==> config.mk <==
export PLATFORM = sky130hd
export DESIGN_NAME = hazard_ctrl
export DESIGN_NICKNAME = d
export VERILOG_FILES = /design/src/rtl/hazard_ctrl.sv
export SDC_FILE = /design/constraint.sdc
export NUM_CORES = 1
export LEC_CHECK = 0
export ABC_AREA = 1
export BUFFER_PORTS_ARGS = -buffer_cell sky130_fd_sc_hd__buf_2
export CORE_ASPECT_RATIO = 1.5
export CORE_MARGIN = 4
export CORE_UTILIZATION = 45
export CTS_CLUSTER_SIZE = 10
export DETAILED_ROUTE_END_ITERATION = 6
export PLACE_DENSITY = 0.68
export REMOVE_ABC_BUFFERS = 1
export SLEW_MARGIN = 40
export SYNTH_ARGS = -nofsm -noshare
export SYNTH_HDL_FRONTEND = slang
export SYNTH_SLANG_ARGS = --single-unit
==> constraint.sdc <==
create_clock -name clk -period 2 [get_ports clk]
set_input_delay 0.2 -clock clk [delete_from_list [all_inputs] [get_ports clk]]
set_output_delay 0.2 -clock clk [all_outputs]
set_load 0.01 [all_outputs]
==> src/rtl/hazard_ctrl.sv <==
// Pipeline hazard controller: load-use stalls, redirect flushes, memory-wait freeze
// with a timeout trap, plus saturating stall/flush performance counters.
module hazard_ctrl #(
  parameter int unsigned TIMEOUT = 255,
  parameter int unsigned CNT_W   = 32
) (
  input  logic             clk,
  input  logic             reset,
  input  logic [4:0]       id_rs1,
  input  logic [4:0]       id_rs2,
  input  logic             id_use_rs1,
  input  logic             id_use_rs2,
  input  logic [4:0]       ex_rd,
  input  logic             ex_mem_read,
  input  logic             ex_redirect,
  input  logic             mem_req,
  input  logic             mem_ready,
  output logic             pc_stall,
  output logic             if_id_stall,
  output logic             if_id_flush,
  output logic             id_ex_stall,
  output logic             id_ex_flush,
  output logic             ex_mem_stall,
  output logic             mem_wb_flush,
  output logic             mem_timeout,
  output logic [CNT_W-1:0] stall_cnt,
  output logic [CNT_W-1:0] flush_cnt
);

  localparam int unsigned WCNT_W = 8;

  typedef enum logic [1:0] {
    RUN      = 2'd0,
    MEM_WAIT = 2'd1,
    ERROR    = 2'd2
  } state_e;

  state_e            state_q, state_d;
  logic [WCNT_W-1:0] wcnt_q, wcnt_d;
  logic              mem_timeout_q, mem_timeout_d;
  logic [CNT_W-1:0]  stall_cnt_q, stall_cnt_d;
  logic [CNT_W-1:0]  flush_cnt_q, flush_cnt_d;

  logic              freeze_c;
  logic              load_use_c;
  logic [WCNT_W-1:0] wait_idx_c;
  logic              hit_timeout_c;

  // Hazard detection from current inputs.
  always_comb begin
    freeze_c   = mem_req & ~mem_ready;
    load_use_c = ex_mem_read & (ex_rd != 5'd0) &
                 ((id_use_rs1 & (id_rs1 == ex_rd)) | (id_use_rs2 & (id_rs2 == ex_rd)));
  end

  // Control outputs by priority; a frozen pipeline defers redirects and load-use.
  always_comb begin
    pc_stall     = 1'b0;
    if_id_stall  = 1'b0;
    if_id_flush  = 1'b0;
    id_ex_stall  = 1'b0;
    id_ex_flush  = 1'b0;
    ex_mem_stall = 1'b0;
    mem_wb_flush = 1'b0;
    if (!reset) begin
      if ((state_q == ERROR) || freeze_c) begin
        pc_stall     = 1'b1;
        if_id_stall  = 1'b1;
        id_ex_stall  = 1'b1;
        ex_mem_stall = 1'b1;
        mem_wb_flush = 1'b1;
      end else if (ex_redirect) begin
        if_id_flush  = 1'b1;
        id_ex_flush  = 1'b1;
      end else if (load_use_c) begin
        pc_stall     = 1'b1;
        if_id_stall  = 1'b1;
        id_ex_flush  = 1'b1;
      end
    end
  end

  // Wait-state FSM; the entry cycle from RUN counts as wait cycle index 0.
  always_comb begin
    state_d       = state_q;
    wcnt_d        = wcnt_q;
    wait_idx_c    = (state_q == MEM_WAIT) ? wcnt_q : '0;
    hit_timeout_c = freeze_c & (state_q != ERROR) & (wait_idx_c == WCNT_W'(TIMEOUT - 1));
    mem_timeout_d = mem_timeout_q | hit_timeout_c;
    case (state_q)
      RUN, MEM_WAIT: begin
        if (hit_timeout_c) begin
          state_d = ERROR;
          wcnt_d  = '0;
        end else if (freeze_c) begin
          state_d = MEM_WAIT;
          wcnt_d  = wait_idx_c + WCNT_W'(1);
        end else begin
          state_d = RUN;
          wcnt_d  = '0;
        end
      end
      ERROR:   state_d = ERROR;
      default: begin
        state_d = RUN;
        wcnt_d  = '0;
      end
    endcase
  end

  // Saturating performance counters.
  always_comb begin
    stall_cnt_d = stall_cnt_q;
    flush_cnt_d = flush_cnt_q;
    if (pc_stall && !(&stall_cnt_q)) stall_cnt_d = stall_cnt_q + CNT_W'(1);
    if (id_ex_flush && !(&flush_cnt_q)) flush_cnt_d = flush_cnt_q + CNT_W'(1);
  end

  always_ff @(posedge clk) begin
    if (reset) begin
      state_q       <= RUN;
      wcnt_q        <= '0;
      mem_timeout_q <= 1'b0;
      stall_cnt_q   <= '0;
      flush_cnt_q   <= '0;
    end else begin
      state_q       <= state_d;
      wcnt_q        <= wcnt_d;
      mem_timeout_q <= mem_timeout_d;
      stall_cnt_q   <= stall_cnt_d;
      flush_cnt_q   <= flush_cnt_d;
    end
  end

  assign mem_timeout = mem_timeout_q;
  assign stall_cnt   = stall_cnt_q;
  assign flush_cnt   = flush_cnt_q;

endmodule

* Yosys cells after proc, flatten, opt, wreduce, memory -nomap -nowiden
Index checks and enable logic that the tools add are counted.
** Operators by class
- $add $sub $neg :: 3
- Equal/unequal tests :: 6
- Multiplexer cells :: 19
- Bitwise gates (word level) :: 10
- Reductions and logical operators :: 10
** Operators by type and width (count)
- adder 32 x 1 -> 32 bit (second input constant) :: 2
- AND reduction 32 bit :: 2
- two-way mux 8 bit :: 3
- one-hot mux 8 bit (2 select lines) :: 1
- two-way mux 1 bit :: 13
- equality test 5 bit :: 2
- adder 8 x 1 -> 8 bit (second input constant) :: 1
- equality test 8 bit (second input constant) :: 1
- AND 1 bit :: 7
- nonzero test 5 bit :: 1
- one-hot mux 2 bit (2 select lines) :: 1
- equality test 2 x 1 -> 1 bit (second input constant) :: 1
- equality test 2 bit (second input constant) :: 1
- logical AND 1 bit :: 2
- logical NOT 1 bit :: 2
- logical NOT 2 bit :: 1
- two-way mux 2 bit :: 1
- != test 2 bit (second input constant) :: 1
- bitwise OR 1 bit :: 2
- OR reduction 2 bit :: 1
- logical OR 1 bit :: 1
- inverter 1 bit :: 1
** Storage, ports and cells
- Register bits after elaboration :: 75
- Input bits :: 23
- Output and inout port bits :: 72
- Logic and storage cells :: 53

* Logic depth before layout (Yosys ltp)
Gate-level depths: netlist of run 1.
- Depth after elaboration :: 9
- Depth in mapped cells :: 13
- Mapped depth without buffers :: 12

* Worst setup path before layout of run 1
OpenSTA, ideal clock, no wires.
- Path kind :: reg-to-reg
- Start :: register state_q[0]
- End :: register wcnt_q[1]
- Setup time :: 0.087 ns
- Arrival :: 1.749 ns
- Data required time :: 1.913 ns
- Slack :: 0.164 ns
- Stages on the path, launching flop included :: 13
- Buffers on the path :: 0
- Period minus slack after synthesis :: 1.836 ns
- Cell sequence :: dfxtp_1 -> inv_1 -> nor2_1 -> inv_1 -> nor2_1 -> inv_1 -> ha_1 -> and3_1 -> nand3_1 -> nand3_1 -> nor2_1 -> inv_1 -> o31ai_1
** Between the ends
- Cells in the longest elaborated chain, start to end :: 6
- Elaborated cells between the ends (all ways) :: 13
- Those cells by class :: add/sub (1); eq/ne (4); mux (4); bitwise (2); reduce/logical (2)
** Ends and longest elaborated chain
- from (decl) :: RTL line 38 : state_e state_q, state_d;
- from (signal assigned) :: RTL line 127 : state_q <= state_d;
- equality test 2 x 1 -> 1 bit :: RTL line 87, 90
- two-way mux 8 bit :: RTL line 87 : wait_idx_c = (state_q == MEM_WAIT) ? wcnt_q : '0;
- adder 8 x 1 -> 8 bit or equality test 8 bit (tied branches) :: RTL line 97, 88
- two-way mux 8 bit or AND 1 bit (tied branches) :: RTL line 95, 88
- two-way mux 8 bit :: RTL line 92 : if (hit_timeout_c) begin
- one-hot mux 8 bit (2 select lines) :: RTL line 90 : case (state_q)
- to (signal assigned) :: RTL line 128 : wcnt_q <= wcnt_d;
- to (decl) :: RTL line 39 : logic [WCNT_W-1:0] wcnt_q, wcnt_d;
Parallel ways exist; a longest one is shown, timed or not.
A chain may end at the register's enable or synchronous reset.

* Worst setup path after layout of run 1
Same ends and word-level chain as after synthesis.

==> results of run 1 <==
[power breakdown]
group / switching [mW] / leakage, nW / internal, mW
combinational: 0.157 / 2.03 / 0.0776
sequential: 0.00540 / 0.605 / 1.50
clock: 0.613 / 0.137 / 0.887
total: 0.775 / 2.78 / 2.47
[what timing repair did]
action,in CTS,in global routing
endpoints found under the setup margin,0,23
hold endpoints to repair,0,0
resized for setup,0,8
[logic make-up after synthesis]
| kind of cell | synth area share |
|---|---|
| AO/OA/AOI/OAI | 0.0747 |
| buffers and inverters | 0.0997 |
| XOR/XNOR | 0.0493 |
| adder cells (fa/ha/maj) | 0.00971 |
| AND/OR/NAND/NOR | 0.475 |
| flip-flops | 0.291 |
[final cells by class]
class,instances,area share
multi-input cells,663,0.501
flip-flops and latches,75,0.238
repair buffers,146,0.140
inverters,83,0.0493
clock buffers,11,0.0400
well taps,147,0.0291
clock inverters,3,0.00238
[flip-flops by register name (all words and copies together), names as in the netlist]
register     count
mem_timeout      1
state_q          2
stall_cnt       32
wcnt_q           8
flush_cnt       32
[metal layers]
layer  part of all wire  up-vias  track usage
li1                   -     2982            -
met1               0.38     2639        0.264
met2               0.53      183        0.435
met3              0.053       43       0.0396
met4              0.035        0        0.106
met5                  0        -            0
[critical path: stages, from the launching register on]
cell     delay, ns
dfxtp_2       0.36
inv_1         0.05
nor2_2        0.10
inv_1         0.09
nor2_1        0.13
inv_1         0.06
ha_1          0.17
and3_1        0.18
nand3_1       0.11
nand3_2       0.12
nor2_2        0.14
inv_1         0.09
o31ai_1       0.18
[placed cells by master (no fill, tap or decap), types with 2 or more instances in the layout]
master     Yosys  final
nand2_1      289    289
nor2_2         9     10
clkbuf_8       0      2
ha_1           4      4
clkinv_2       0      3
nor2_4         3      4
nand4_1       38     38
a31oi_1        2      2
nand3b_1      20     20
nand3_2        3      4
a21oi_1       60     60
clkbuf_16      0      9
inv_1         78     78
dfxtp_1       75     73
nor3_1         7      7
inv_2          5      5
o21ai_0        4      4
nand3_1       56     55
nor2_1       121    119
dfxtp_2        0      2
nand2_2        5      4
xor2_1        22     22
and3_1         3      3
buf_2          6     94
buf_4          3     50
buf_12         0      2
xnor2_1        7      7
[worst paths after layout]
path | startpoint | end | cells after the start
worst min register to register | mem_timeout | mem_timeout | 2
worst min-delay path | reset | state_q[0] | 2
worst max register to register | state_q[0] | wcnt_q[1] | 12
worst max-delay path | state_q[0] | wcnt_q[1] | 12
==> results.md, run 1 <==
- Area added between synthesis and finish: 22.6%
- CTS root buf: clkbuf_16
- Vias in the first global route: 5518
- CTS Buf Count: 9
- WS Path Type: register to register
- Crit. End Element: register
- RSZ-0062 raised after global routing: false
- Final wirelength: 15.6 mm
- Max-cap violation count: 0
- Hold Fails Final Rpt: 0
- Leakage: approximately 2.8 nW
- Tmin final: between 1.5 and 2 ns
- Initial antenna violation count: 0
- Share of cells above drive strength 1: 0.197
- HPWL Detailed: between 10 and 15 mm
- Final ANT Viol Nets: 0
- CP max FO: 4
- Pre-CTS setup slack: a little over 0.07 ns
- WHS: between 0.2 and 0.3 ns
- Finished Cell Area: 6320 µm²
- Die span in x: 95.4 µm
- Crit share post-route: 0.927
- Slew HR: 0.581
- DP Cell Count: 1114
- Layout Nets: about 1000
- Sequential-to-total area share from yosys stat: 0.291
- Worst-Skew Late Latency: ~0.33 ns
- Buffers added on ports: 94
- Length of the first detailed-routing pass in iterations: 5
- Power density over the cells: just over 500 nW/µm²
- Skew final: 0.00827 ns
- Main synth FF type: dfxtp_1
- Fill cell count: 1153
- Core Util, Final: 0.569
- Worst path required time: about 2.3 ns
- Initial core utilization: 0.464
- Clock Pin Slew Worst Setup and Hold Paths: 0.06 ns
- Post-synth top cells: nand2_1 (289), nor2_1 (121), inv_1 (78), dfxtp_1 (75), a21oi_1 (60)
- Die extent in y: 139 µm
- Final setup fails: 0
- Worst min path class: input pin to register
- Largest net degree at the start of global routing: 55
- H-Tree Depth: 3
- Area occupied by multi-input gates: ~3200 µm²
- FF-to-FF setup slack: about 0.15 ns
- CTS tree: built
- Wire length of the first global-routing pass: 25.6 mm
- Row Count: 47
- Count leader, synth: nand2_1
- Fmax: between 500 and 600 MHz
- Ys async rst share: 0
- WL/cell: approximately 14 µm
- Fin cells: ~1100
- Clock sinks: between 70 and 80
- Area share of the largest cell type after synthesis: 0.291
- I/O pin total: 95
- Yosys warns: 0
- Reg area: around 1500 µm²
- CP arrival: between 2 and 2.5 ns
- Area of the die: about 13000 µm²
- Setup slack after layout: between 0.1 and 0.15 ns
- Synth area leader: dfxtp_1
- Startpoint types: register
- Core ar.: approximately 11000 µm²
- Cts hold-fix bufs: 0
- Max-slew violation count: 0
- Vias: 5847
- Placed inst area: 6020 µm²
- CTS Buffer Depth: 2
- Number of enable flip-flop cells after synthesis: 0
- #FFs+latches synth: between 70 and 80
- Final setup TNS: 0 ns
- Post-DR vias/cell: between 5 and 6
- Design Power: between 3 and 4 mW
- Status: completed
- Peak supply drop: approximately 0.36 mV
- Mean Syn Cell Area: 6.05 µm²
- Post-synth cell types: 34
- Area contributors post-synth: dfxtp_1 (29%), nand2_1 (21%), nor2_1 (8.8%)
- Worst slew pin tran: 0.628 ns
- GRT overflow: 0
- Mapped Area: around 5200 µm²
- DR DRC count: 0
- Postcts setup bufs: 0
- GRT Overall Usage: 0.239
- DR iter-0 viols: between 200 and 250
- Post-Syn Instances: 852
- N_diodes: 0
- GP Congestion: between 0.9 and 1
No activity file was read; power rests on OpenSTA's default activity.
==> run 2, diff against run 1 <==
Settings changed: CORE_MARGIN 4 to 3.
==> run 2 against run 1 <==
Against the previous run: clock power rose by 21%; largest power group is now clock; die area is 3.5% lower; critical path type unchanged; fmax fell by 0.74%; critical path depth stayed put; clock skew fell by 0.0030 ns.
==> results.md, run 2 (synthesis results as in run 1) <==
- Status: completed (unchanged)
- Worst min path class: input pin to register (unchanged)
- GRT Overall Usage: 0.249 (was 0.239)
- Power density over the cells: 553 nW/µm² (was 513 nW/µm²)
- Skew final: 0.00531 ns (was 0.00827 ns)
- Area of the die: 12800 µm² (was 13300 µm²)
- CTS Buffer Depth: 2 (unchanged)
- Fmax: 536 MHz (was 540 MHz)
- DR DRC count: 0 (unchanged)
- Core Util, Final: 0.580 (was 0.569)
- Hold Fails Final Rpt: 0 (unchanged)
- Most common library cell in the layout ignoring fill and taps: nand2_1 (unchanged)
- CTS tree: built (unchanged)
- Post-DR vias/cell: 5.15 (was 5.18)
- Max-cap violation count: 0 (unchanged)
- Layout Nets: 1007 (was 1005)
- Vias: 5834 (was 5847)
- Max stage delay cell, worst path: dfxtp_2 (unchanged)
- CP arrival: 2.11 ns (was 2.10 ns)
- Leakage: 2.84 nW (was 2.78 nW)
- Die extent in y: 137 µm (was 139 µm)
- WL/cell: 13.7 µm (was 13.8 µm)
- Clock Pin Slew Worst Setup and Hold Paths: 0.06 ns (about the same)
- Vias in the first global route: 5529 (was 5518)
- Tmin final: 1.87 ns (was 1.85 ns)
- Crit path buffers/inverters: 4 (unchanged)
- Clock sinks: 75 (unchanged)
- FF-to-FF setup slack: 0.13 ns (was 0.15 ns)
- H-Tree Depth: 3 (unchanged)
- Startpoint types: register (unchanged)
- Final setup TNS: 0 ns (unchanged)
- GP Congestion: 0.946 (was 0.965)
- CP most frequent cell: inv_1 (unchanged)
- Peak supply drop: 0.393 mV (was 0.360 mV)
- Die span in x: 93.4 µm (was 95.4 µm)
- Slew HR: 0.681 (was 0.581)
- Share of cells above drive strength 1: 0.198 (was 0.197)
- GRT overflow: 0 (unchanged)
- Buffers added on ports: 94 (unchanged)
- Area added between synthesis and finish: 25.0% (was 22.6%)
- Pre-CTS setup slack: 0.0630 ns (was 0.0707 ns)
- Core ar.: 11100 µm² (unchanged)
- N_diodes: 0 (unchanged)
- Finished Cell Area: 6440 µm² (was 6320 µm²)
- HPWL Detailed: 11.8 mm (was 11.9 mm)
- Length of the first detailed-routing pass in iterations: 4 (was 5)
- Placed inst area: 6060 µm² (was 6020 µm²)
- Crit path max-delay family: simple AND/OR/NAND/NOR gates (unchanged)
- CP max FO: 4 (unchanged)
- Worst-path cell chain: inv_1 > nor2_1 > inv_1 > nor2_2 > inv_1 > ha_1 > and3_1 > nand3_1 > nand3_2 > nor2_2 > inv_1 > o31ai_1 (was inv_1 > nor2_2 > inv_1 > nor2_1 > inv_1 > ha_1 > and3_1 > nand3_1 > nand3_2 > nor2_2 > inv_1 > o31ai_1)
- Worst slew pin tran: 0.478 ns (was 0.628 ns)
- Largest net degree at the start of global routing: 37 (was 55)
- I/O pin total: 95 (unchanged)
- Setup slack after layout: 0.133 ns (was 0.147 ns)
- Worst path required time: 2.25 ns (about the same)
- CTS Buf Count: 9 (unchanged)
- Crit path largest cell delay: 0.36 ns (about the same)
- RSZ-0062 raised after global routing: true (was false)
- DP Cell Count: 1115 (was 1114)
- Row Count: 47 (unchanged)
- Initial antenna violation count: 0 (unchanged)
- DR iter-0 viols: 268 (was 232)
- Wire length of the first global-routing pass: 25.5 mm (was 25.6 mm)
- Final ANT Viol Nets: 0 (unchanged)
- Final wirelength: 15.5 mm (was 15.6 mm)
- Final setup fails: 0 (unchanged)
- Most frequent cells in the layout: nand2_1 (289), nor2_1 (119), buf_2 (94) (unchanged)
- CTS root buf: clkbuf_16 (unchanged)
- Crit. End Element: register (unchanged)
- Worst-Skew Late Latency: 0.33 ns (about the same)
- Crit share post-route: 0.933 (was 0.927)
- Fin cells: 1132 (was 1128)
- Initial core utilization: 0.464 (unchanged)
- Max-slew violation count: 0 (unchanged)
- WS Path Type: register to register (unchanged)
-- run 2: final timing paths --
kind | start | to | cells past startpoint
worst max-delay path | state_q[0] | wcnt_q[1] | 12
worst max register to register | state_q[0] | wcnt_q[1] | 12
worst min-delay path | reset | stall_cnt[4] | 2
worst min register to register | mem_timeout | mem_timeout | 2
-- run 2: power by group --
group	switching [mW]	leakage, nW	internal (mW)
combinational	0.161	2.07	0.0859
sequential	0.00477	0.605	1.50
clock	0.650	0.159	1.16
-- run 2: metal layers --
| layer | vias up | track usage | wire, µm |
|---|---|---|---|
| met5 | - | 0 | 0 |
| met1 | 2646 | 0.272 | 6110 |
| met4 | 0 | 0.127 | 648 |
| met3 | 40 | 0.0363 | 704 |
| met2 | 150 | 0.458 | 8020 |
| li1 | 2998 | - | - |
-- run 2: final cells by class --
class / count / area (µm²)
clock buffer: 12 / 256
inverter: 83 / 314
sequential: 75 / 1500
tap: 147 / 184
clock inverter: 4 / 72.6
multi-input combinational: 663 / 3180
fill: 1122 / 4670
timing repair buffer: 148 / 930
-- run 2: stage by stage --
step	hold slack (ns)	total power [mW]
2_1_floorplan	0.269	1.65
3_3_place_gp	0.438	1.78
5_1_grt	0.291	3.69
3_5_place_dp	0.440	1.78
4_1_cts	0.269	3.60
6_report	0.278	3.56
-- run 2: what timing repair did --
action                                  4_1_cts  5_1_grt
resized for setup                             2       11
pin swaps                                     1        0
endpoints found under the setup margin        2       35
hold buffers                                  0        0
setup buffers                                 1        0
cloned                                        0        0
==> run 3, diff against run 2 <==
Settings changed: CELL_PAD_IN_SITES_DETAIL_PLACEMENT set to 1, CELL_PAD_IN_SITES_GLOBAL_PLACEMENT set to 1, CORE_UTILIZATION 45 to 42, PLACE_DENSITY 0.68 to 0.86.
Clock period 2 ns to 2.35 ns, I/O delays scaled along.
==> run 3 against run 2 <==
Against the previous run: worst setup slack better by 0.047 ns; sequential power is 15% lower; first-iteration DRC count shrank 21%; non-clock buffer count decreased by 19; design area is 3.0% lower; worst hold slack got worse by 0.044 ns; utilization fell by 4.9 points; critical path depth shrank 2; global-route usage up 3.1 points; combinational power fell by 19%; largest cell class unchanged; largest power group unchanged; highest routed layer unchanged.
==> results.md, run 3 (synthesis results as in run 1) <==
- Status: completed (unchanged)
- Crit share post-route: 0.924
- Power density over the cells: 496 nW/µm² (was 553 nW/µm²)
- Crit. End Element: primary output (was register)
- Length of the first detailed-routing pass in iterations: 4 (unchanged)
- Row Count: 48 (was 47)
- CTS Buf Count: 9 (unchanged)
- I/O pin total: 95 (unchanged)
- WHS: 0.235 ns (was 0.278 ns)
- Fmax: 461 MHz
- Max-slew violation count: 0 (unchanged)
- Core Util, Final: 0.531 (was 0.580)
- Initial core utilization: 0.438 (was 0.464)
- Peak supply drop: 0.311 mV (was 0.393 mV)
- Crit path largest cell delay: 0.39 ns (was 0.36 ns)
- Layout Nets: 988 (was 1007)
- Die extent in y: 142 µm (was 137 µm)
- Finished Cell Area: 6250 µm² (was 6440 µm²)
- GRT Overall Usage: 0.279 (was 0.249)
- Cts hold-fix bufs: 0 (unchanged)
- CP most frequent cell: inv_2 (was inv_1)
- Final setup TNS: 0 ns (unchanged)
- Worst min path class: input pin to register (unchanged)
- DP Cell Count: 1096 (was 1115)
- Placed inst area: 5860 µm² (was 6060 µm²)
- GP Congestion: 0.897 (was 0.946)
- WL/cell: 16.6 µm (was 13.7 µm)
- Hold Fails Final Rpt: 0 (unchanged)
- RSZ-0062 raised after global routing: false (was true)
- Post-DR vias/cell: 5.40 (was 5.15)
- Buffers added on ports: 94 (unchanged)
- Area added between synthesis and finish: 21.2% (was 25.0%)
- Max stage delay cell, worst path: dfxtp_1 (was dfxtp_2)
- CTS root buf: clkbuf_16 (unchanged)
- Skew final: 0.00466 ns (was 0.00531 ns)
- Die span in x: 96.5 µm (was 93.4 µm)
- GRT overflow: 0 (unchanged)
- CP max FO: 23 (was 4)
- WS Path Type: register to primary output (was register to register)
- Tmin final: 2.17 ns
- Slew HR: 0.664 (was 0.681)
- Worst slew pin tran: 0.503 ns (was 0.478 ns)
- Leakage: 2.71 nW (was 2.84 nW)
- Final ANT Viol Nets: 0 (unchanged)
- Most frequent cells in the layout: nand2_1 (289), nor2_1 (120), buf_2 (94) (was nand2_1 (289), nor2_1 (119), buf_2 (94))
- Fin cells: 1116 (was 1132)
- Startpoint types: register (unchanged)
- Worst path required time: 2.12 ns (was 2.25 ns)
- Share of cells above drive strength 1: 0.180 (was 0.198)
- Vias: 6022 (was 5834)
- Largest net degree at the start of global routing: 42 (was 37)
- Area of the die: 13700 µm² (was 12800 µm²)
- Final wirelength: 18.6 mm (was 15.5 mm)
- Vias in the first global route: 6298 (was 5529)
- CP arrival: 1.94 ns (was 2.11 ns)
- Clock sinks: 75 (unchanged)
- Core ar.: 11800 µm² (was 11100 µm²)
- Crit path max-delay family: buffers and inverters (was simple AND/OR/NAND/NOR gates)
- CTS Buffer Depth: 2 (unchanged)
- Wire length of the first global-routing pass: 30.0 mm (was 25.5 mm)
- HPWL Detailed: 13.7 mm (was 11.8 mm)
- Fill cell count: 1710 (was 1122)
- N_diodes: 0 (unchanged)
- Initial antenna violation count: 0 (unchanged)
- Final setup fails: 0 (unchanged)
- Max-cap violation count: 0 (unchanged)
- DR DRC count: 0 (unchanged)
- Most common library cell in the layout ignoring fill and taps: nand2_1 (unchanged)
- Crit path buffers/inverters: 6 (was 4)
- H-Tree Depth: 3 (unchanged)
- Worst-Skew Late Latency: 0.34 ns (was 0.33 ns)
- Clock Pin Slew Worst Setup and Hold Paths: 0.06 ns (about the same)
- Worst-path cell chain: inv_2 > nor2_4 > inv_2 > nand2_2 > inv_2 > nor2_4 > inv_2 > nand2_2 > buf_8 > buf_2 (was inv_1 > nor2_1 > inv_1 > nor2_2 > inv_1 > ha_1 > and3_1 > nand3_1 > nand3_2 > nor2_2 > inv_1 > o31ai_1)
- CTS tree: built (unchanged)
- DR iter-0 viols: 213 (was 268)
==> run 3: layout make-up <==
type,count,area (µm²),area share
Clock inverter,7,116,0.0186
Sequential cell,75,1500,0.240
Clock buffer,9,225,0.0360
Timing Repair Buffer,129,753,0.121
Multi-Input combinational cell,663,3150,0.505
Tap cell,150,188,0.0300
Inverter,83,312,0.0499
==> run 3: final timing paths <==
check / start / endpoint / slack, ns / cells after the start
max: state_q[1] / if_id_stall / 0.18 / 10
min: mem_ready / wcnt_q[6] / 0.23 / 4
max reg2reg: state_q[0] / wcnt_q[1] / 0.21 / 12
min reg2reg: mem_timeout / mem_timeout / 0.45 / 2
==> run 3: layer usage <==
layer  part of all wire  global-route usage  vias up
met2               0.56               0.532      132
li1                   -                   -     2944
met5                  0                   0        -
met4              0.027               0.116        0
met3              0.030              0.0313       43
met1               0.39               0.300     2903
==> run 3: worst min-delay path: stages <==
cell     delay, ns
buf_2         0.07
nor2_1        0.07
nand3_1       0.09
a21oi_1       0.06
==> run 3: power by group <==
group | switching [mW] | leakage (nW) | internal [mW]
Sequential | 0.00723 | 0.604 | 1.28
Combinational | 0.139 | 1.94 | 0.0609
Clock | 0.582 | 0.165 | 1.04
==> run 3: per-stage QoR <==
stage               total power, mW  setup slack (ns)
floorplan                      1.40             0.136
global placement               1.50             0.297
detailed placement             1.51             0.230
CTS                            3.13           0.00337
global route                   3.22            0.0105
finish                         3.10             0.180
==> run 3: repair_timing <==
action / 4_1_cts / 5_1_grt
gates resized for setup: 0 / 5
setup buffers: 0 / 4
endpoints found under the setup margin: 0 / 3
